File: src/rtl/iterative_shifter_pkg.sv
// Shared types for the multi-cycle shifter: operation encoding and FSM states.
package shifter_pkg;

   typedef enum logic [1:0] {
      SHIFT_SLL = 2'd0,
      SHIFT_SRL = 2'd1,
      SHIFT_SRA = 2'd2,
      SHIFT_ROR = 2'd3
   } shift_op_t;

   typedef enum logic [1:0] {
      ST_IDLE  = 2'd0,
      ST_SHIFT = 2'd1,
      ST_DONE  = 2'd2
   } state_t;

   // Bits needed to hold a per-cycle step count in the range 0..step.
   function automatic int step_width(input int step);
      return $clog2(step + 1);
   endfunction

endpackage

File: src/rtl/iterative_shifter_step.sv
// One partial shift of up to STEP bits. Purely combinational.
module shift_step
   import shifter_pkg::*;
#(
   parameter int WIDTH = 32,
   parameter int STEP  = 4
) (
   input  logic [WIDTH-1:0]                 value,
   input  shift_op_t                        op,
   input  logic                             fill,
   input  logic [step_width(STEP)-1:0]      step,
   output logic [WIDTH-1:0]                 shifted
);

   localparam int RW = $clog2(WIDTH) + 1;

   logic [WIDTH-1:0] fill_mask;
   logic [RW-1:0]    back;

   // Shift the work value by 'step' bits; the fill bit only matters for SRA
   // and comes from the operand MSB captured at accept time.
   always_comb begin
      fill_mask = ~({WIDTH{1'b1}} >> step);
      back      = RW'(WIDTH) - RW'(step);
      shifted   = value;
      case (op)
         SHIFT_SLL: shifted = value << step;
         SHIFT_SRL: shifted = value >> step;
         SHIFT_SRA: shifted = (value >> step) | (fill ? fill_mask : '0);
         SHIFT_ROR: shifted = (value >> step) | (value << back);
         default:   shifted = value;
      endcase
   end

endmodule

File: src/rtl/iterative_shifter.sv
// Multi-cycle SLL/SRL/SRA/ROR shifter with start/done handshake. Shifts at most
// STEP bits per clock; busy is high while the shift is in progress.
//
//   state    | meaning
//   ---------+-----------------------------------------------------------
//   ST_IDLE  | waiting for start
//   ST_SHIFT | applying min(remaining, STEP) per cycle to the work value
//   ST_DONE  | one-cycle done pulse; result valid; start accepted here too
module iterative_shifter
   import shifter_pkg::*;
#(
   parameter int WIDTH = 32,
   parameter int STEP  = 4,
   localparam int AMT_W = $clog2(WIDTH)
) (
   input  logic             clk,
   input  logic             reset,
   input  logic             start,
   input  logic [1:0]       op,
   input  logic [WIDTH-1:0] data,
   input  logic [AMT_W-1:0] shift_amount,
   output logic             busy,
   output logic             done,
   output logic [WIDTH-1:0] result
);

   localparam int SW = step_width(STEP);

   state_t           state;
   shift_op_t        op_q;
   logic             fill_q;
   logic [WIDTH-1:0] work;
   logic [AMT_W-1:0] remaining;

   logic [SW-1:0]    step;
   logic [AMT_W-1:0] remaining_next;
   logic [WIDTH-1:0] shifted;

   // Step size for this cycle: whatever is left, capped at STEP.
   always_comb begin
      if (32'(remaining) < 32'(STEP))
         step = SW'(remaining);
      else
         step = SW'(STEP);
      remaining_next = remaining - AMT_W'(step);
   end

   shift_step #(
      .WIDTH (WIDTH),
      .STEP  (STEP)
   ) u_step (
      .value   (work),
      .op      (op_q),
      .fill    (fill_q),
      .step    (step),
      .shifted (shifted)
   );

   // Control FSM with registered busy/done/result; reset discards any
   // in-flight operation without producing a done pulse.
   always_ff @(posedge clk or posedge reset) begin
      if (reset) begin
         state     <= ST_IDLE;
         op_q      <= SHIFT_SLL;
         fill_q    <= 1'b0;
         work      <= '0;
         remaining <= '0;
         busy      <= 1'b0;
         done      <= 1'b0;
         result    <= '0;
      end else begin
         case (state)
            ST_IDLE, ST_DONE: begin
               done <= 1'b0;
               if (start) begin
                  work      <= data;
                  op_q      <= shift_op_t'(op);
                  fill_q    <= data[WIDTH-1];
                  remaining <= shift_amount;
                  if (shift_amount != '0) begin
                     state <= ST_SHIFT;
                     busy  <= 1'b1;
                  end else begin
                     state  <= ST_DONE;
                     done   <= 1'b1;
                     result <= data;
                  end
               end else begin
                  state <= ST_IDLE;
               end
            end
            ST_SHIFT: begin
               work      <= shifted;
               remaining <= remaining_next;
               if (remaining_next == '0) begin
                  state  <= ST_DONE;
                  busy   <= 1'b0;
                  done   <= 1'b1;
                  result <= shifted;
               end
            end
            default: begin
               state <= ST_IDLE;
               busy  <= 1'b0;
               done  <= 1'b0;
            end
         endcase
      end
   end

endmodule

File: config.mk
export PLATFORM = sky130hd
export DESIGN_NAME = iterative_shifter
export DESIGN_NICKNAME = d
export VERILOG_FILES = /design/src/rtl/iterative_shifter_pkg.sv /design/src/rtl/iterative_shifter_step.sv /design/src/rtl/iterative_shifter.sv
export SDC_FILE = /design/constraint.sdc
export NUM_CORES = 1
export LEC_CHECK = 0
export CORE_MARGIN = 2
export CORE_UTILIZATION = 35
export DETAILED_ROUTE_END_ITERATION = 7
export PLACE_DENSITY_LB_ADDON = 0.3
export SETUP_SLACK_MARGIN = 0.1
export SLEW_MARGIN = 20
export SYNTH_ARGS = -nofsm -noshare
export SYNTH_HDL_FRONTEND = slang
export SYNTH_HIERARCHICAL = 1
export SYNTH_SLANG_ARGS = --single-unit
File: constraint.sdc
create_clock -name clk -period 8.1 [get_ports clk]
set_clock_uncertainty 0.15 [all_clocks]
set_input_delay 0.81 -clock clk [delete_from_list [all_inputs] [get_ports clk]]
set_output_delay 0.81 -clock clk [all_outputs]
set_load 0.02 [all_outputs]
# After elaboration in Yosys (flattened, before gate mapping)
# Index checks and enable logic that the tools add are counted.
# classes
n_addsub	2
multipliers	0
div_mod_pow	0
order_cmp	1
n_eq_ne	9
shift	4
mux	23
n_bitwise	3
n_reduce_logical	10
# op_table
operator	n
$mux W32	5
$pmux W32 S2	2
$pmux W32 S4	1
$or A32 B32 Y32	2
$not A32 Y32	1
$shl A32 B3 Y32	1
$shl A32 B6 Y32	1
$shr A32 B3 Y32	1
$shr A32 B3 Y32 const A	1
$pmux W5 S2	1
$ne A2 B2 Y1 const B	4
$eq A2 B2 Y1 const B	3
$mux W1	6
$mux W2	3
$sub A6 B3 Y6 const A	1
$logic_not A5 Y1	1
$lt A5 B3 Y1 const B	1
$mux W5	1
$reduce_bool A5 Y1	1
$sub A5 B3 Y5	1
$eq A2 B1 Y1 const B	2
$logic_not A2 Y1	2
$pmux W1 S2	2
$pmux W2 S2	1
6 further kinds	7
# word_totals
regBits	76
latchBits	0
ramBits	0
romBits	0
output_inout_bits	34
word_cells	60
memories	0

# Logic depth before layout (Yosys ltp)
# logic_depth
ltp_word	9
ltp_mapped	21
depth_no_buf	14

# Modules after synthesis
# The synthesis kept the hierarchy.
# modules_own_cells
mod	instances	cells_each	area_each_um2	seq_area_each_um2
iterative_shifter	1	355	3709.8	1876.8
shift_step	1	456	3464.6	0.0

# Least setup slack after synthesis
# No wires, ideal clock.
# synth_path
path_kind	reg-to-reg
from	register remaining[2]
to	register result[30]
setup_time_ns	0.125
arrival_ns	3.776
t_required_ns	7.825
path_slack_ns	4.049
stages_incl_launch_ff	22
path_buffers	7
period_less_slack_ns	4.051
path_cell_list	dfrtp_1 > buf_6 > nor3_4 > and2_1 > buf_6 > buf_6 > inv_1 > buf_2 > buf_2 > ha_1 > inv_1 > ha_1 > buf_2 > inv_1 > buf_2 > mux2_2 > nand2_1 > o211ai_1 > a221o_1 > nand2_1 > nand2_1 > mux2_4
# synth_between
elab_chain_len	9
elab_cells_between_ends	18
classes_between	add/sub (2); order compare (1); eq/ne (1); shift (4); mux (5); bitwise (3); reduce/logical (2)
# synth_rtl
item	line_no	rtl
from (decl)	iterative_shifter.sv:33	logic [AMT_W-1:0] remaining;
from (signal assigned)	iterative_shifter.sv:79	remaining <= shift_amount;
from (signal assigned)	iterative_shifter.sv:94	remaining <= remaining_next;
$lt A5 B3 Y1 (*)	iterative_shifter.sv:41	if (32'(remaining) < 32'(STEP))
$mux W3 (*)	iterative_shifter.sv:41	
via step[0]	iterative_shifter.sv:35	logic [SW-1:0] step;
parallel branches: the longest is 4 deep, another holds $sub A6 B3 Y6	-	
$pmux W32 S4 (*)	iterative_shifter_step.sv:26	case (op)
via shifted[30]	iterative_shifter.sv:37	logic [WIDTH-1:0] shifted;
$mux W32 (*)	iterative_shifter.sv:95	if (remaining_next == '0) begin
$pmux W32 S2 (*)	iterative_shifter.sv:72	case (state)
to (signal assigned)	iterative_shifter.sv:86	result <= data;
to (signal assigned)	iterative_shifter.sv:99	result <= shifted;
to (decl)	iterative_shifter.sv:24	output logic [WIDTH-1:0] result
# Mark *: on every way through the listed nets, which the timed path passes. The select of a mux whose other input is x is not followed.
# A chain may end at the register's enable or synchronous reset.

# Worst setup path after layout
# layout_path
from	register remaining[2]
to	register result[25]
# layout_between
elab_chain_len	9
elab_cells_between_ends	18
classes_between	add/sub (2); order compare (1); eq/ne (1); shift (4); mux (5); bitwise (3); reduce/logical (2)
# layout_rtl
item	line_no
$lt A5 B3 Y1	iterative_shifter.sv:41
$mux W3 (*)	iterative_shifter.sv:41
via step[2]	iterative_shifter.sv:35
parallel branches: the longest is 4 deep, another holds $sub A6 B3 Y6	-
$pmux W32 S4 (*)	iterative_shifter_step.sv:26
via shifted[25]	iterative_shifter.sv:37
$mux W32 (*)	iterative_shifter.sv:95
$pmux W32 S2 (*)	iterative_shifter.sv:72
# Marks and branches as above.

==> out/results.ini <==
[timing]
setup_viol=0
relSlewSlack_pct=46.71
min_period_ps=4676
hold_viol_final=0
fin_crit_sh_pct=57.73
rsz0062_at_grt=no
worst_slew_pin_slew_ps=799.4
slew_viol_final=0
fin_setup_tns_ps=0
max_freq_ghz=0.2139

[routing]
post-route-drc-count=0
drtIter0Drc=585
routed_wl_um=21300
viasPerCell=5.751
avgRoutedWirePerCell_um=19.24
drt_first_pass_iters=6
routed-via-count=6366
postRouteAntennaNets=0

[critical_path]
cp-end-kind=flop
worstPathCellList=nor3_4 > inv_2 > buf_4 > clkinv_1 > ha_1 > mux4_2 > a221oi_1 > a211o_1 > o311ai_0 > nand2_1 > nand2_1 > mux2_4
slowest_stage=ha_1
endpoint=result[25]$_DFFE_PP0P_
path_delay_family=buffers and inverters
cp_common_cell=nand2_1
critPathMaxFanout=60
worst-path-buf-inv=3
startpoint=remaining[2]$_DFFE_PP0P_
worst-path-stages=12
r2r_end=result[25]$_DFFE_PP0P_
cp.arrival_ps=4760
crit_path_start_kind=flop
cp.required_ps=8190
cpPeakStageDelay_ps=880
r2r_cells=12
crit_type=reg2reg
reg2reg_from=remaining[2]$_DFFE_PP0P_
regToRegSetupSlack_ps=3420

[hold_path]
hp-class=reg2reg

[power_and_ir_drop]
power.density_mw_per_mm2=502.4
p_seq_share_pct=20.8
switching_share_pct=48.45
pwr-share-comb_pct=68.3
power_frac_clock_pct=10.9
p_sw_mw=2.017
p_int_mw=2.147
ir_drop_mv=0.2052
power.leakage_nw=3.365

[floorplanning]
start_util_pct=35.57
core_area_mm2=0.02017
ios=76
die_width_um=147.2
die_h_um=147.2
rows=52
fp.dieArea_mm2=0.02166

[synth]
yosysTopAreaCell=dfrtp_1
synth_cells=811
yosysSeqAreaShare_pct=26.16
netlist-cell-type-count=65
synth-main-ff-cell=dfrtp_1
syn_nets=859
synth_area_per_cell_um2=8.846
synth-seq-cells=75
async_flop_share_pct=100.0
ys_warn_count=6
netlist_area_mm2=0.007174
synth_edf_count=0
synth_top_area_share_pct=26.16
netlist_top_cells_area=dfrtp_1 (26%), mux2i_1 (10%), nand2_1 (9.1%), mux4_2 (8.8%), mux2_4 (6.9%)

[grt]
antenna_found_initial=0
grt_max_degree=76
busiest_layer=met2
grt_pass1_vias=6150
use_met2_pct=30.44
grtUsageMet3_pct=3.199
grt_pass1_wl_um=34640
grt_use_total_pct=19.87
met1_usage_pct=28.24
overflow=0

[cts]
cts_root_buffer=clkbuf_16
cts_tree=yes
cts_buffer_depth=2
clk_pin_slew_worst_paths_ps=60
clk_latency_ps=350
cts_buffers=9
htreeDepth=3
cts.sinks=75
ctsResizeCount=0
cts_hold_buf=0
postCtsSetupBuffers=0

[place]
io_buffers=75
routabilityCongestion=0.9344
dpl_cell_area_mm2=0.007956
hpwl_um=14490

[final_layout]
fin_area_mm2=0.008288
areaGrowthSynthToFinish_pct=15.52
drive_gt1_share_pct=16.25
antenna_cells=0
fillers=2067
fin_nets=880

[outcome]
status=completed

[run]
cap_violations=0

-- sequential cells by signal, summed over array words and instances (netlist names) --
signal,cells
op_q,2
remaining,5
fill_q,1
work,32
done,1
busy,1
result,32
state,1
-- metal layers --
layer | routed length [um] | share of wire, %
met4 | 583 | 2.7
met3 | 1351 | 6.3
met5 | 0 | 0
met2 | 9603 | 45
met1 | 9761 | 46
-- how the worst min path moves through the flow --
stage,from,end,slack [ps],cells past startpoint
2_1_floorplan,op_q[0]$_DFFE_PP0P_,op_q[0]$_DFFE_PP0P_,290,2
3_3_place_gp,result[20]$_DFFE_PP0P_,result[20]$_DFFE_PP0P_,350,1
3_5_place_dp,result[13]$_DFFE_PP0P_,result[13]$_DFFE_PP0P_,330,1
4_1_cts,result[13]$_DFFE_PP0P_,result[13]$_DFFE_PP0P_,340,1
5_1_grt,result[14]$_DFFE_PP0P_,result[14]$_DFFE_PP0P_,360,1
6_report,result[13]$_DFFE_PP0P_,result[13]$_DFFE_PP0P_,340,1
-- cells in the mapped netlist, types with 3 or more instances --
master / n
mux2_2: 30
buf_1: 3
dfrtp_1: 75
a21oi_1: 21
nor3_1: 11
or3_1: 4
a21o_1: 5
mux2_1: 5
buf_6: 4
buf_4: 5
o21a_1: 4
mux4_2: 28
inv_1: 8
o211ai_1: 24
a31oi_1: 5
clkbuf_1: 36
nor2b_1: 5
nand3_1: 11
a221oi_1: 3
mux2i_1: 74
a211o_1: 6
ha_1: 6
nor2_1: 51
or2_2: 4
a211oi_1: 12
and2_1: 5
mux2_4: 33
o21ai_0: 57
nand2_1: 173
o311ai_0: 11
o22ai_1: 5
buf_12: 3
nand2b_1: 12
o211a_1: 5
nand3b_1: 4
buf_2: 24
-- per-stage QoR --
step	setup slack [ps]	total power, mW	util [%]	hold slack, ps	instances
5_1_grt	3081	4.494	41.09	362.3	1107
3_3_place_gp	3485	3.685	39.45	346.9	1091
6_report	3424	4.164	41.09	335.7	1107
2_1_floorplan	4049	2.952	-	290.3	811
4_1_cts	3337	4.163	41.06	344.0	1107
3_5_place_dp	3384	3.687	39.45	331.3	1091
-- layout by cell type (no fill, tap or decap), drive strengths merged, types with 4 or more instances in the layout --
cell type      count
o21a               4
clkdlybuf4s50     75
o22ai              5
and2               6
nor2b              5
mux4              28
or3                4
clkinv             4
nor2              51
ha                 6
mux2              68
nand3             11
mux2i             74
a21o               5
o21ai             59
o211a              5
nand3b             4
a21oi             21
nand2            173
nand2b            12
or2                4
clkbuf            10
nor3              12
a211o              6
a211oi            12
o311ai            13
buf               10
a31oi              5
dfrtp             75
o211ai            25
inv                9
-- power by group through the flow --
stage / Clock (mW) / Sequential, mW / Combinational (mW)
finish: 0.454 / 0.868 / 2.84
global route: 0.475 / 0.903 / 3.12
CTS: 0.461 / 0.861 / 2.84
detailed placement: 0 / 0.864 / 2.82
global placement: 0 / 0.865 / 2.82
floorplan: 0 / 0.838 / 2.11
-- area by class of cell --
class / count / area, um2 / share of cell area, %
multi-input cells: 651 / 4880 / 58.88
flip-flops and latches: 75 / 1877 / 22.64
repair buffers: 85 / 829.5 / 10.01
well taps: 270 / 337.8 / 4.076
clock buffers: 10 / 239.0 / 2.883
clock inverters: 6 / 86.33 / 1.042
inverters: 10 / 38.79 / 0.4680
-- cells by family after synthesis --
kind of cell / count (synthesis) / share of synthesized area [%]
flops: 75 / 26.16
mux: 170 / 31.51
buf+inv: 85 / 6.226
other cells: 2 / 0.1047
simple gates: 289 / 17.40
fa+ha+maj: 6 / 1.046
compound gates: 184 / 17.54
No activity file was read; power rests on OpenSTA's default activity.
